File: src/rtl/ser2par_frame_buf_if.sv
// Handshake bundle for ser2par_frame_buf.
// Input side:  in_valid/in_ready carry one DATA_W word per beat; in_last ends a frame early.
// Output side: out_valid/out_ready carry one DEPTH-word frame and its real word count.
// The slave modport is the collector's view; the master modport is the producer/consumer view.
interface ser2par_frame_buf_if #(
  parameter int unsigned DATA_W = 16,
  parameter int unsigned DEPTH  = 16
);
  localparam int unsigned CNT_W = $clog2(DEPTH + 1);

  logic                      in_valid;
  logic                      in_ready;
  logic [DATA_W-1:0]         in_data;
  logic                      in_last;
  logic                      out_valid;
  logic                      out_ready;
  logic [DATA_W*DEPTH-1:0]   out_data;
  logic [CNT_W-1:0]          out_count;

  modport slave (
    input  in_valid, in_data, in_last, out_ready,
    output in_ready, out_valid, out_data, out_count
  );

  modport master (
    output in_valid, in_data, in_last, out_ready,
    input  in_ready, out_valid, out_data, out_count
  );
endinterface

File: src/rtl/ser2par_frame_buf.sv
// Serial-to-parallel frame collector: packs DEPTH words of DATA_W bits into one
// flat frame (word i at bits [i*DATA_W +: DATA_W]) and presents it with a
// valid/ready handshake. Short frames end on in_last and are zero-padded.
// Ports: clk, rst (async, active-high), bus (ser2par_frame_buf_if.slave):
//   in_valid/in_ready/in_data/in_last, out_valid/out_ready/out_data/out_count.
// Optional macro SP2P_DOUBLE_BUF_EN: separate fill and output banks for
// sustained one word per cycle. Undefined: single bank, one idle cycle per frame.
module ser2par_frame_buf #(
  parameter int unsigned DATA_W = 16,
  parameter int unsigned DEPTH  = 16
) (
  input  logic                    clk,
  input  logic                    rst,
  ser2par_frame_buf_if.slave      bus
);
  localparam int unsigned IDX_W   = $clog2(DEPTH);
  localparam int unsigned CNT_W   = $clog2(DEPTH + 1);
  localparam int unsigned FRAME_W = DATA_W * DEPTH;

  logic                 en;
  logic [IDX_W-1:0]     idx;
  logic [FRAME_W-1:0]   fill;
  logic [FRAME_W-1:0]   fill_next;
  logic                 out_valid_q;
  logic [CNT_W-1:0]     out_count_q;
  logic                 in_ready_c;
  logic                 accept;
  logic                 complete;
  logic [CNT_W-1:0]     beat_cnt;

  assign accept   = bus.in_valid && in_ready_c;
  assign complete = accept && (bus.in_last || (idx == IDX_W'(DEPTH - 1)));
  assign beat_cnt = CNT_W'(idx) + CNT_W'(1);

  // Fill image after this beat; slot 0 starts a frame, so older slots clear.
  always_comb begin
    fill_next = (idx == '0) ? '0 : fill;
    for (int i = 0; i < int'(DEPTH); i++) begin
      if (IDX_W'(i) == idx) fill_next[i*DATA_W +: DATA_W] = bus.in_data;
    end
  end

  // Enable comes up one edge after reset release.
  always_ff @(posedge clk or posedge rst) begin
    if (rst) en <= 1'b0;
    else     en <= 1'b1;
  end

  // Fill index: advances per accepted beat, back to 0 on frame completion.
  always_ff @(posedge clk or posedge rst) begin
    if (rst)           idx <= '0;
    else if (complete) idx <= '0;
    else if (accept)   idx <= idx + IDX_W'(1);
  end

`ifdef SP2P_DOUBLE_BUF_EN
  logic                 fill_full;
  logic [CNT_W-1:0]     fill_cnt;
  logic [FRAME_W-1:0]   out_data_q;
  logic                 out_free;

  assign out_free   = !out_valid_q || bus.out_ready;
  assign in_ready_c = en && !fill_full;

  // Completed frames bypass to the output bank when it is free; otherwise
  // they park in the fill bank until the pending output is consumed.
  always_ff @(posedge clk or posedge rst) begin
    if (rst) begin
      fill        <= '0;
      fill_full   <= 1'b0;
      fill_cnt    <= '0;
      out_data_q  <= '0;
      out_count_q <= '0;
      out_valid_q <= 1'b0;
    end else begin
      if (complete) begin
        if (out_free) begin
          out_data_q  <= fill_next;
          out_count_q <= beat_cnt;
          out_valid_q <= 1'b1;
          fill        <= '0;
        end else begin
          fill      <= fill_next;
          fill_cnt  <= beat_cnt;
          fill_full <= 1'b1;
        end
      end else begin
        if (accept) fill <= fill_next;
        if (fill_full && bus.out_ready) begin
          out_data_q  <= fill;
          out_count_q <= fill_cnt;
          fill        <= '0;
          fill_full   <= 1'b0;
        end else if (out_valid_q && bus.out_ready) begin
          out_valid_q <= 1'b0;
        end
      end
    end
  end

  assign bus.out_data = out_data_q;
`else
  assign in_ready_c = en && !out_valid_q;

  // Single bank: the fill storage is the output frame. No beat is accepted
  // while a frame is pending, so the frame stays stable until consumed.
  always_ff @(posedge clk or posedge rst) begin
    if (rst) begin
      fill        <= '0;
      out_count_q <= '0;
      out_valid_q <= 1'b0;
    end else begin
      if (accept) fill <= fill_next;
      if (complete) begin
        out_valid_q <= 1'b1;
        out_count_q <= beat_cnt;
      end else if (out_valid_q && bus.out_ready) begin
        out_valid_q <= 1'b0;
      end
    end
  end

  assign bus.out_data = fill;
`endif

  assign bus.in_ready  = in_ready_c;
  assign bus.out_valid = out_valid_q;
  assign bus.out_count = out_count_q;
endmodule

File: src/flat_wrapper.sv
// flat-port wrapper written by rule: the top's interface ports become plain ports
module ser2par_frame_buf_flat 
#(
  parameter int unsigned DATA_W = 16,
  parameter int unsigned DEPTH  = 16
)
  (clk, rst, bus_in_valid, bus_in_data, bus_in_last, bus_out_ready, bus_in_ready, bus_out_valid, bus_out_data, bus_out_count);
  ser2par_frame_buf_if #(.DATA_W(DATA_W), .DEPTH(DEPTH)) bus_i ();
  input  logic clk;
  input  logic rst;
  input wire logic [$bits(bus_i.in_valid)-1:0] bus_in_valid;
  input wire logic [$bits(bus_i.in_data)-1:0] bus_in_data;
  input wire logic [$bits(bus_i.in_last)-1:0] bus_in_last;
  input wire logic [$bits(bus_i.out_ready)-1:0] bus_out_ready;
  output wire logic [$bits(bus_i.in_ready)-1:0] bus_in_ready;
  output wire logic [$bits(bus_i.out_valid)-1:0] bus_out_valid;
  output wire logic [$bits(bus_i.out_data)-1:0] bus_out_data;
  output wire logic [$bits(bus_i.out_count)-1:0] bus_out_count;
  assign bus_i.in_valid = bus_in_valid;
  assign bus_i.in_data = bus_in_data;
  assign bus_i.in_last = bus_in_last;
  assign bus_i.out_ready = bus_out_ready;
  assign bus_in_ready = bus_i.in_ready;
  assign bus_out_valid = bus_i.out_valid;
  assign bus_out_data = bus_i.out_data;
  assign bus_out_count = bus_i.out_count;
  ser2par_frame_buf #(.DATA_W(DATA_W), .DEPTH(DEPTH)) u_core (.clk(clk), .rst(rst), .bus(bus_i));
endmodule
File: config.mk
export PLATFORM = sky130hd
export DESIGN_NAME = ser2par_frame_buf_flat
export DESIGN_NICKNAME = d
export VERILOG_FILES = /design/src/rtl/ser2par_frame_buf_if.sv /design/src/rtl/ser2par_frame_buf.sv /design/src/flat_wrapper.sv
export SDC_FILE = /design/constraint.sdc
export NUM_CORES = 1
export LEC_CHECK = 0
export ABC_AREA = 0
export CORE_MARGIN = 4
export CORE_UTILIZATION = 31
export DETAILED_ROUTE_END_ITERATION = 16
export PLACE_DENSITY = 0.63
export SYNTH_ARGS = -nofsm -noshare
export SYNTH_HDL_FRONTEND = slang
export SYNTH_SLANG_ARGS = --single-unit
File: constraint.sdc
create_clock -name clk -period 12.03 [get_ports clk]
set_clock_uncertainty 0.05 [all_clocks]
set_input_delay 1.8045 -clock clk [delete_from_list [all_inputs] [get_ports clk]]
set_output_delay 1.8045 -clock clk [all_outputs]
set_load 0.1 [all_outputs]
==> results.rst, run 1 <==
.. list-table::
   :header-rows: 1

   * - Metric
     - Value
   * - Number of routed nets with antenna violations
     - 0
   * - Post-route minimum period
     - 4.12 ns
   * - Post-synth net total
     - 861
   * - Wirelength, routed
     - 36,900 um
   * - Sort of element at the end of the critical path
     - primary output
   * - First-pass GRT wire length
     - 55,700 um
   * - Clock buffer count from CTS
     - 29
   * - Crit Path Max Fanout
     - 6
   * - Maximum number of pins on one net before global-route repair
     - 149
   * - Buffer type at the clock tree root
     - clkbuf_16
   * - Layout-stage area growth over the synthesis result
     - 36.7%
   * - Routed wire length on met2
     - 16,200 um
   * - Most used flip-flop cell after synthesis
     - dfrtp_1
   * - Async S/R FF share, synth
     - 100%
   * - Outcome
     - complete, no violations
   * - Setup slack of the worst register-to-register path
     - 9.26 ns
   * - Multi-input gate area in the final layout
     - 0.00373 mm2
   * - Effective utilization at floorplan
     - 31.5%
   * - Post-route DRC violation count
     - 0
   * - Layout cells sized above 1
     - 9.96%
   * - Count of distinct cell types in the synthesized netlist
     - 48
   * - Post-route met1 wirelength
     - 16,900 um
   * - 1st-iter DRT viols
     - 567
   * - Die width
     - 196 um
   * - Quantity of gates resized following cts
     - 0
   * - Data required time at the worst endpoint
     - 10.18 ns
   * - Gate family responsible for the most delay along the worst path
     - buffers and inverters
   * - 1st-pass router iterations
     - 4
   * - Core ar.
     - 0.0346 mm2
   * - Number of antenna violations at the first check in global routing
     - 0
   * - Ordered list of cells on the worst path
     - nor2b_1, clkdlybuf4s50_1
   * - Combined area of all synthesized cells
     - 0.0109 mm2
   * - Total non-filler cell area in the finished layout
     - 0.0149 mm2
   * - Setup fix buffers added after clock tree synthesis
     - 0
   * - Cell type of the slowest stage on the worst timing path
     - clkdlybuf4s50_1
   * - Average cell area after synthesis
     - 13.0 um2
   * - Setup repair after global routing missed its margin
     - no
   * - Count of max-cap constraint violations
     - 0
   * - Internal power consumption
     - 1.74 mW
   * - Data arrival, critical path
     - 2.27 ns
   * - Slew of the pin with the lowest slew margin
     - 1.23 ns
   * - Boundary Pins
     - 284
   * - Final #Nets
     - 1,098
   * - Max Root-Sink Buffers
     - 3
   * - DIE AREA
     - 0.0383 mm2
   * - Sum of negative setup slack
     - 0 ns
   * - Clock group share of total power
     - 28.2%
   * - Type of origin of the critical path
     - flop
   * - Number of hold buffers added after CTS
     - 0
   * - Total via count in the routed design
     - 7,954
   * - Final routed wire length divided by cell count
     - 23.8 um
   * - Synth Warn #
     - 0
   * - Number of flops mapped to enable cells by yosys
     - 0
   * - Final period util
     - 34.3%
   * - Combinational power share
     - 37.9%
   * - TritonCTS clock tree
     - done
   * - GRT Overall Usage
     - 18.6%
   * - Critical path's largest stage delay
     - 1.13 ns
   * - Final hold violation count
     - 0
   * - Worst setup timing slack at the placement stage
     - 7.86 ns
   * - Switching share of power
     - 43.9%
   * - Pwr Density
     - 207 mW/mm2
   * - Highest Clock Rate
     - 0.243 GHz
   * - Amount of wire on met3 after detailed routing
     - 3260 um
   * - CTS H-Tree Depth
     - 1
   * - Final weighted congestion in routability-driven placement
     - 0.745
   * - Sw power
     - 1.36 mW
   * - Instance count after placement with tap cells included
     - 1,497
   * - Count of clock tree sinks
     - 267
   * - Sequential-to-total area share from yosys stat
     - 61.2%
   * - Placed instance area
     - 0.0140 mm2
   * - Sequential cell area
     - 0.00668 mm2
   * - Number of inserted filler cells in the final layout
     - 3,212
   * - Highest Signal Layer
     - met4
   * - Number of port buffers
     - 283
   * - HPWL after DPL
     - 23,900 um
   * - Smallest setup slack after layout
     - 7.91 ns
   * - Count of placed standard cells in the final layout, fillers left out
     - 1,549
   * - Max IR drop VDD
     - 0.000218 V
   * - Final setup violation count
     - 0
   * - Buf+Inv Stages, Crit Path
     - 1
   * - Number of pins with negative max-slew slack in the final report
     - 0
   * - Detail-routed via count per cell
     - 5.13
   * - Synthesized netlist cell count
     - 836
   * - Number of global-route vias before repair
     - 8,372
   * - Height of the die
     - 196 um
   * - Antenna cell count
     - 0
   * - Count of state elements after synthesis
     - 267
   * - Register clock-pin slew on the reported worst setup and hold paths
     - 0.06 ns
   * - Worst min path class
     - flop to flop
   * - Remaining global-route overflow
     - 0
   * - Static leakage power
     - 7.36 nW
   * - Sequential cell fraction of total power
     - 33.9%
   * - CP Class
     - flop to primary output
   * - Worst-skew pair later-pin latency
     - 0.53 ns
   * - Relative slew margins
     - 17.8%
   * - Total number of placement rows
     - 68
worst reg2reg max path: cells and delay by family, from the launching register on:
kind                   cells  cell delay [ns]
and+or+nand+nor            1             0.16
DFF                        1             0.78
muxes                      1             0.19
AOI/OAI and AO/OA          1             0.37
buffers and inverters      2             1.13
registers in the layout (all words and copies together), names as in the netlist:
name and flops:
u_core.bus.out_valid 1, u_core.idx 4, u_core.bus.out_count 5, u_core.en 1
u_core.bus.out_data 256
path summary, 6_finish.rpt:
path / start / to / depth (start not counted)
min: u_core.bus.out_data[70] / u_core.bus.out_data[70] / 1
max: u_core.en / bus_in_ready / 2
max reg2reg: u_core.idx[3] / u_core.bus.out_data[170] / 5
min reg2reg: u_core.bus.out_data[70] / u_core.bus.out_data[70] / 1
max in group asynchronous: rst / u_core.bus.out_data[106] / 3
min in group asynchronous: rst / u_core.bus.out_data[59] / 2
synthesized netlist by cell type, drive strengths merged (2+ instances only):
cell     instances  area share [%]
buf             51             2.7
dfrtp          267              61
o2111ai          2            0.16
a22o            97             7.8
o21ai          117             5.4
ha               4            0.46
nand2b           2            0.11
nand3            5            0.48
a21oi            2           0.092
a21o            17             1.2
nand2            5            0.19
mux2            18             1.9
and2             6            0.34
a21bo           16             1.5
nor4            16            0.92
mux2i          113              10
nand4           19             1.3
inv             24            0.83
nor2             2            0.16
clkbuf          34             1.2
a22oi            3            0.34
layout by cell type, fill, tap and decap left out, drive strengths merged, types with 2 or more instances in the layout:
cell and instances:
a21bo 16, a21o 17, a21oi 2, a22o 97, a22oi 3, and2 6
buf 8, clkbuf 41, clkdlybuf4s50 283, clkinv 7, dfrtp 267, ha 4
inv 26, mux2 18, mux2i 113, nand2 5, nand2b 2, nand3 5
nand4 19, nor2 2, nor4 16, o2111ai 2, o21ai 117
layout make-up:
| class | count | area share (%) |
|---|---|---|
| Inverter | 24 | 0.654 |
| Clock inverter | 11 | 0.604 |
| Clock buffer | 41 | 5.64 |
| Multi-Input combinational cell | 460 | 25.0 |
| Sequential cell | 267 | 44.8 |
| Timing Repair Buffer | 291 | 19.5 |
| Tap cell | 455 | 3.82 |
metal layers:
metal	vias to the layer above	global-route usage, %
met3	38	6.26
met2	296	28.6
met1	4094	26.2
met5	-	0
met4	0	2.74
li1	3526	-
cell families (layout without fill, tap and decap cells):
logic type      after synthesis  count (layout)  share of synthesized area [%]
compound gates              259             259                           16.8
xor+xnor                      1               1                         0.0803
fa+ha+maj                     4               4                          0.459
buf+inv                     109             367                           4.71
flops                       267             267                           61.2
mux                         131             131                           12.2
other cells                   1               1                         0.0344
simple gates                 64              64                           4.46
through the flow:
stage / total power, mW / hold WS (ns) / util [%]
2_1_floorplan: 1.94 / 0.520 / -
3_3_place_gp: 2.23 / 0.410 / 40.4
3_5_place_dp: 2.24 / 0.419 / 40.4
4_1_cts: 3.12 / 0.433 / 43.1
5_1_grt: 3.20 / 0.454 / 43.1
6_report: 3.09 / 0.431 / 43.1
power groups by stage:
stage	clock (mW)	combinational, mW	sequential (mW)
after detailed placement	0	1.18	1.06
after floorplan	0	0.205	1.74
final	0.873	1.17	1.05
after global placement	0	1.17	1.06
after CTS	0.896	1.18	1.05
after global routing	0.933	1.21	1.06
No activity file was read; power rests on OpenSTA's default activity.
==> inputs of run 2 (changes only) <==
==> constraint.sdc (replaced) <==
create_clock -name clk -period 3.8 [get_ports clk]
set_clock_uncertainty 0.05 [all_clocks]
set_input_delay 0.57 -clock clk [delete_from_list [all_inputs] [get_ports clk]]
set_output_delay 0.57 -clock clk [all_outputs]
set_load 0.1 [all_outputs]
==> run 2 against run 1 <==
  * Design area grew 2.0%
  * Combinational power grew to 3.2 times the previous value
  * Die area is the same
  * Via count grew 1.1%
  * First-iteration DRC count shrank 23%
==> results.rst, run 2 (synthesized netlist as in run 1, its figures left out) <==
.. list-table::
   :header-rows: 1

   * - Metric
     - Value
   * - DIE AREA
     - 0.0383 mm2 (unchanged)
   * - GRT Overall Usage
     - 18.5% (was 18.6%)
   * - Post-route minimum period
     - 2.92 ns
   * - Final routed wire length divided by cell count
     - 23.3 um (was 23.8 um)
   * - Hold_ws
     - 0.439 ns (was 0.431 ns)
   * - Core ar.
     - 0.0346 mm2 (unchanged)
   * - Register clock-pin slew on the reported worst setup and hold paths
     - 0.06 ns (about the same)
   * - CTS H-Tree Depth
     - 1 (unchanged)
   * - Type of origin of the critical path
     - flop (unchanged)
   * - 1st-iter DRT viols
     - 439 (was 567)
   * - Cells on Worst Hold Path
     - 1 (unchanged)
   * - Crit Path Max Fanout
     - 6 (unchanged)
   * - Final hold violation count
     - 0 (unchanged)
   * - Boundary Pins
     - 284 (unchanged)
   * - Static leakage power
     - 7.51 nW (was 7.36 nW)
   * - Layout-stage area growth over the synthesis result
     - 39.4% (was 36.7%)
   * - Final #Nets
     - 1,119 (was 1,098)
   * - Setup fix buffers added after clock tree synthesis
     - 0 (unchanged)
   * - End-of-flow core utilization
     - 43.9% (was 43.1%)
   * - Total via count in the routed design
     - 8,045 (was 7,954)
   * - Worst setup timing slack at the placement stage
     - 0.832 ns (was 7.86 ns)
   * - Post-route DRC violation count
     - 0 (unchanged)
   * - Die width
     - 196 um (unchanged)
   * - Smallest setup slack after layout
     - 0.884 ns (was 7.91 ns)
   * - Final period util
     - 76.7%
   * - Data arrival, critical path
     - 2.30 ns (was 2.27 ns)
   * - Number of port buffers
     - 283 (unchanged)
   * - Buffer type at the clock tree root
     - clkbuf_16 (unchanged)
   * - Height of the die
     - 196 um (unchanged)
   * - Worst-skew pair later-pin latency
     - 0.55 ns (was 0.53 ns)
   * - Setup repair after global routing missed its margin
     - no (unchanged)
   * - FF-to-FF path depth
     - 6 (was 5)
   * - Count of clock tree sinks
     - 267 (unchanged)
   * - Effective utilization at floorplan
     - 31.5% (unchanged)
   * - Number of hold buffers added after CTS
     - 0 (unchanged)
   * - Sort of element at the end of the critical path
     - primary output (unchanged)
   * - Number of pins with negative max-slew slack in the final report
     - 0 (unchanged)
   * - Sum of negative setup slack
     - 0 ns (unchanged)
   * - Clock buffer count from CTS
     - 30 (was 29)
   * - First-pass GRT wire length
     - 55,300 um (was 55,700 um)
   * - Placed instance area
     - 0.0141 mm2 (was 0.0140 mm2)
   * - HPWL after DPL
     - 24,600 um (was 23,900 um)
   * - Wirelength, routed
     - 36,600 um (was 36,900 um)
   * - Number of routed nets with antenna violations
     - 0 (unchanged)
   * - Final setup violation count
     - 0 (unchanged)
   * - Largest register FFs
     - 256 (unchanged)
   * - Pwr Density
     - 667 mW/mm2 (was 207 mW/mm2)
   * - Final weighted congestion in routability-driven placement
     - 0.773 (was 0.745)
   * - Highest Clock Rate
     - 0.343 GHz
   * - Remaining global-route overflow
     - 0 (unchanged)
   * - Number of global-route vias before repair
     - 8,342 (was 8,372)
   * - CP Class
     - flop to primary output (unchanged)
   * - 1st-pass router iterations
     - 5 (was 4)
   * - Slew of the pin with the lowest slew margin
     - 1.11 ns (was 1.23 ns)
   * - Total power
     - 10.2 mW (was 3.09 mW)
   * - Outcome
     - complete, no violations (unchanged)
   * - Relative slew margins
     - 25.5% (was 17.8%)
   * - Max IR drop VDD
     - 0.000659 V (was 0.000218 V)
   * - Count of placed standard cells in the final layout, fillers left out
     - 1,571 (was 1,549)
   * - Total non-filler cell area in the finished layout
     - 0.0152 mm2 (was 0.0149 mm2)
   * - Number of antenna violations at the first check in global routing
     - 0 (unchanged)
   * - Detail-routed via count per cell
     - 5.12 (was 5.13)
   * - Maximum number of pins on one net before global-route repair
     - 88 (was 149)
   * - TritonCTS clock tree
     - done (unchanged)
   * - Layout cells sized above 1
     - 11.6% (was 9.96%)
   * - Antenna cell count
     - 0 (unchanged)
   * - Quantity of gates resized following cts
     - 0 (unchanged)
   * - Most frequent cells in the layout
     - 283 x clkdlybuf4s50_1, 267 x dfrtp_1, 115 x o21ai_0, 113 x mux2i_1, 97 x a22o_1 (unchanged)
   * - Worst min path class
     - flop to flop (unchanged)
   * - Data required time at the worst endpoint
     - 3.18 ns (was 10.18 ns)
   * - Max Root-Sink Buffers
     - 3 (unchanged)
   * - Instance count after placement with tap cells included
     - 1,516 (was 1,497)
   * - Count of max-cap constraint violations
     - 0 (unchanged)
   * - Number of inserted filler cells in the final layout
     - 3,172 (was 3,212)
   * - Total number of placement rows
     - 68 (unchanged)
   * - Leading cell type in the layout, fill and taps excluded
     - clkdlybuf4s50_1 (unchanged)
==> run 2: changes by cell type in the layout (fill, tap and decap cells not counted), sizes merged <==
cell      delta
buf         +20
bufinv       +5
clkbuf       -2
clkinv       -1
clkinvlp     +2
inv          -2
==> run 2: worst paths after layout <==
kind | start | to | slack [ns]
worst min-delay path | u_core.bus.out_data[129] | u_core.bus.out_data[129] | 0.44
worst min register to register | u_core.bus.out_data[129] | u_core.bus.out_data[129] | 0.44
max in group asynchronous | rst | u_core.bus.out_data[52] | 2.28
worst max-delay path | u_core.en | bus_in_ready | 0.88
min in group asynchronous | rst | u_core.bus.out_data[45] | 0.56
worst max register to register | u_core.idx[0] | u_core.bus.out_data[247] | 1.17
==> run 2: power by group <==
part | switching (mW) | total, mW | internal [mW]
Sequential | 0.192 | 3.34 | 3.14
Clock | 1.18 | 3.11 | 1.94
Combinational | 2.94 | 3.70 | 0.765
==> run 2: critical path: stages, from the launching register on <==
cell	delay, ns
dfrtp_1	0.45
nor2b_1	0.16
clkdlybuf4s50_1	1.14
==> run 2: area by class of cell <==
cell class                      count  area, um2  area share [%]
Multi-Input combinational cell    460       3730            24.5
Inverter                           24       93.8           0.617
Clock inverter                     15        248            1.63
Tap cell                          455        569            3.74
Timing Repair Buffer              311       3070            20.2
Clock buffer                       39        825            5.42
Sequential cell                   267       6680            43.9
==> run 2: routing by layer <==
| layer | share of wire [%] | vias to the layer above | track usage (%) |
|---|---|---|---|
| met5 | 0 | - | 0 |
| met1 | 44 | 4112 | 25.8 |
| met4 | 1.5 | 0 | 2.90 |
| li1 | - | 3564 | - |
| met2 | 45 | 338 | 28.7 |
| met3 | 9.6 | 31 | 6.44 |
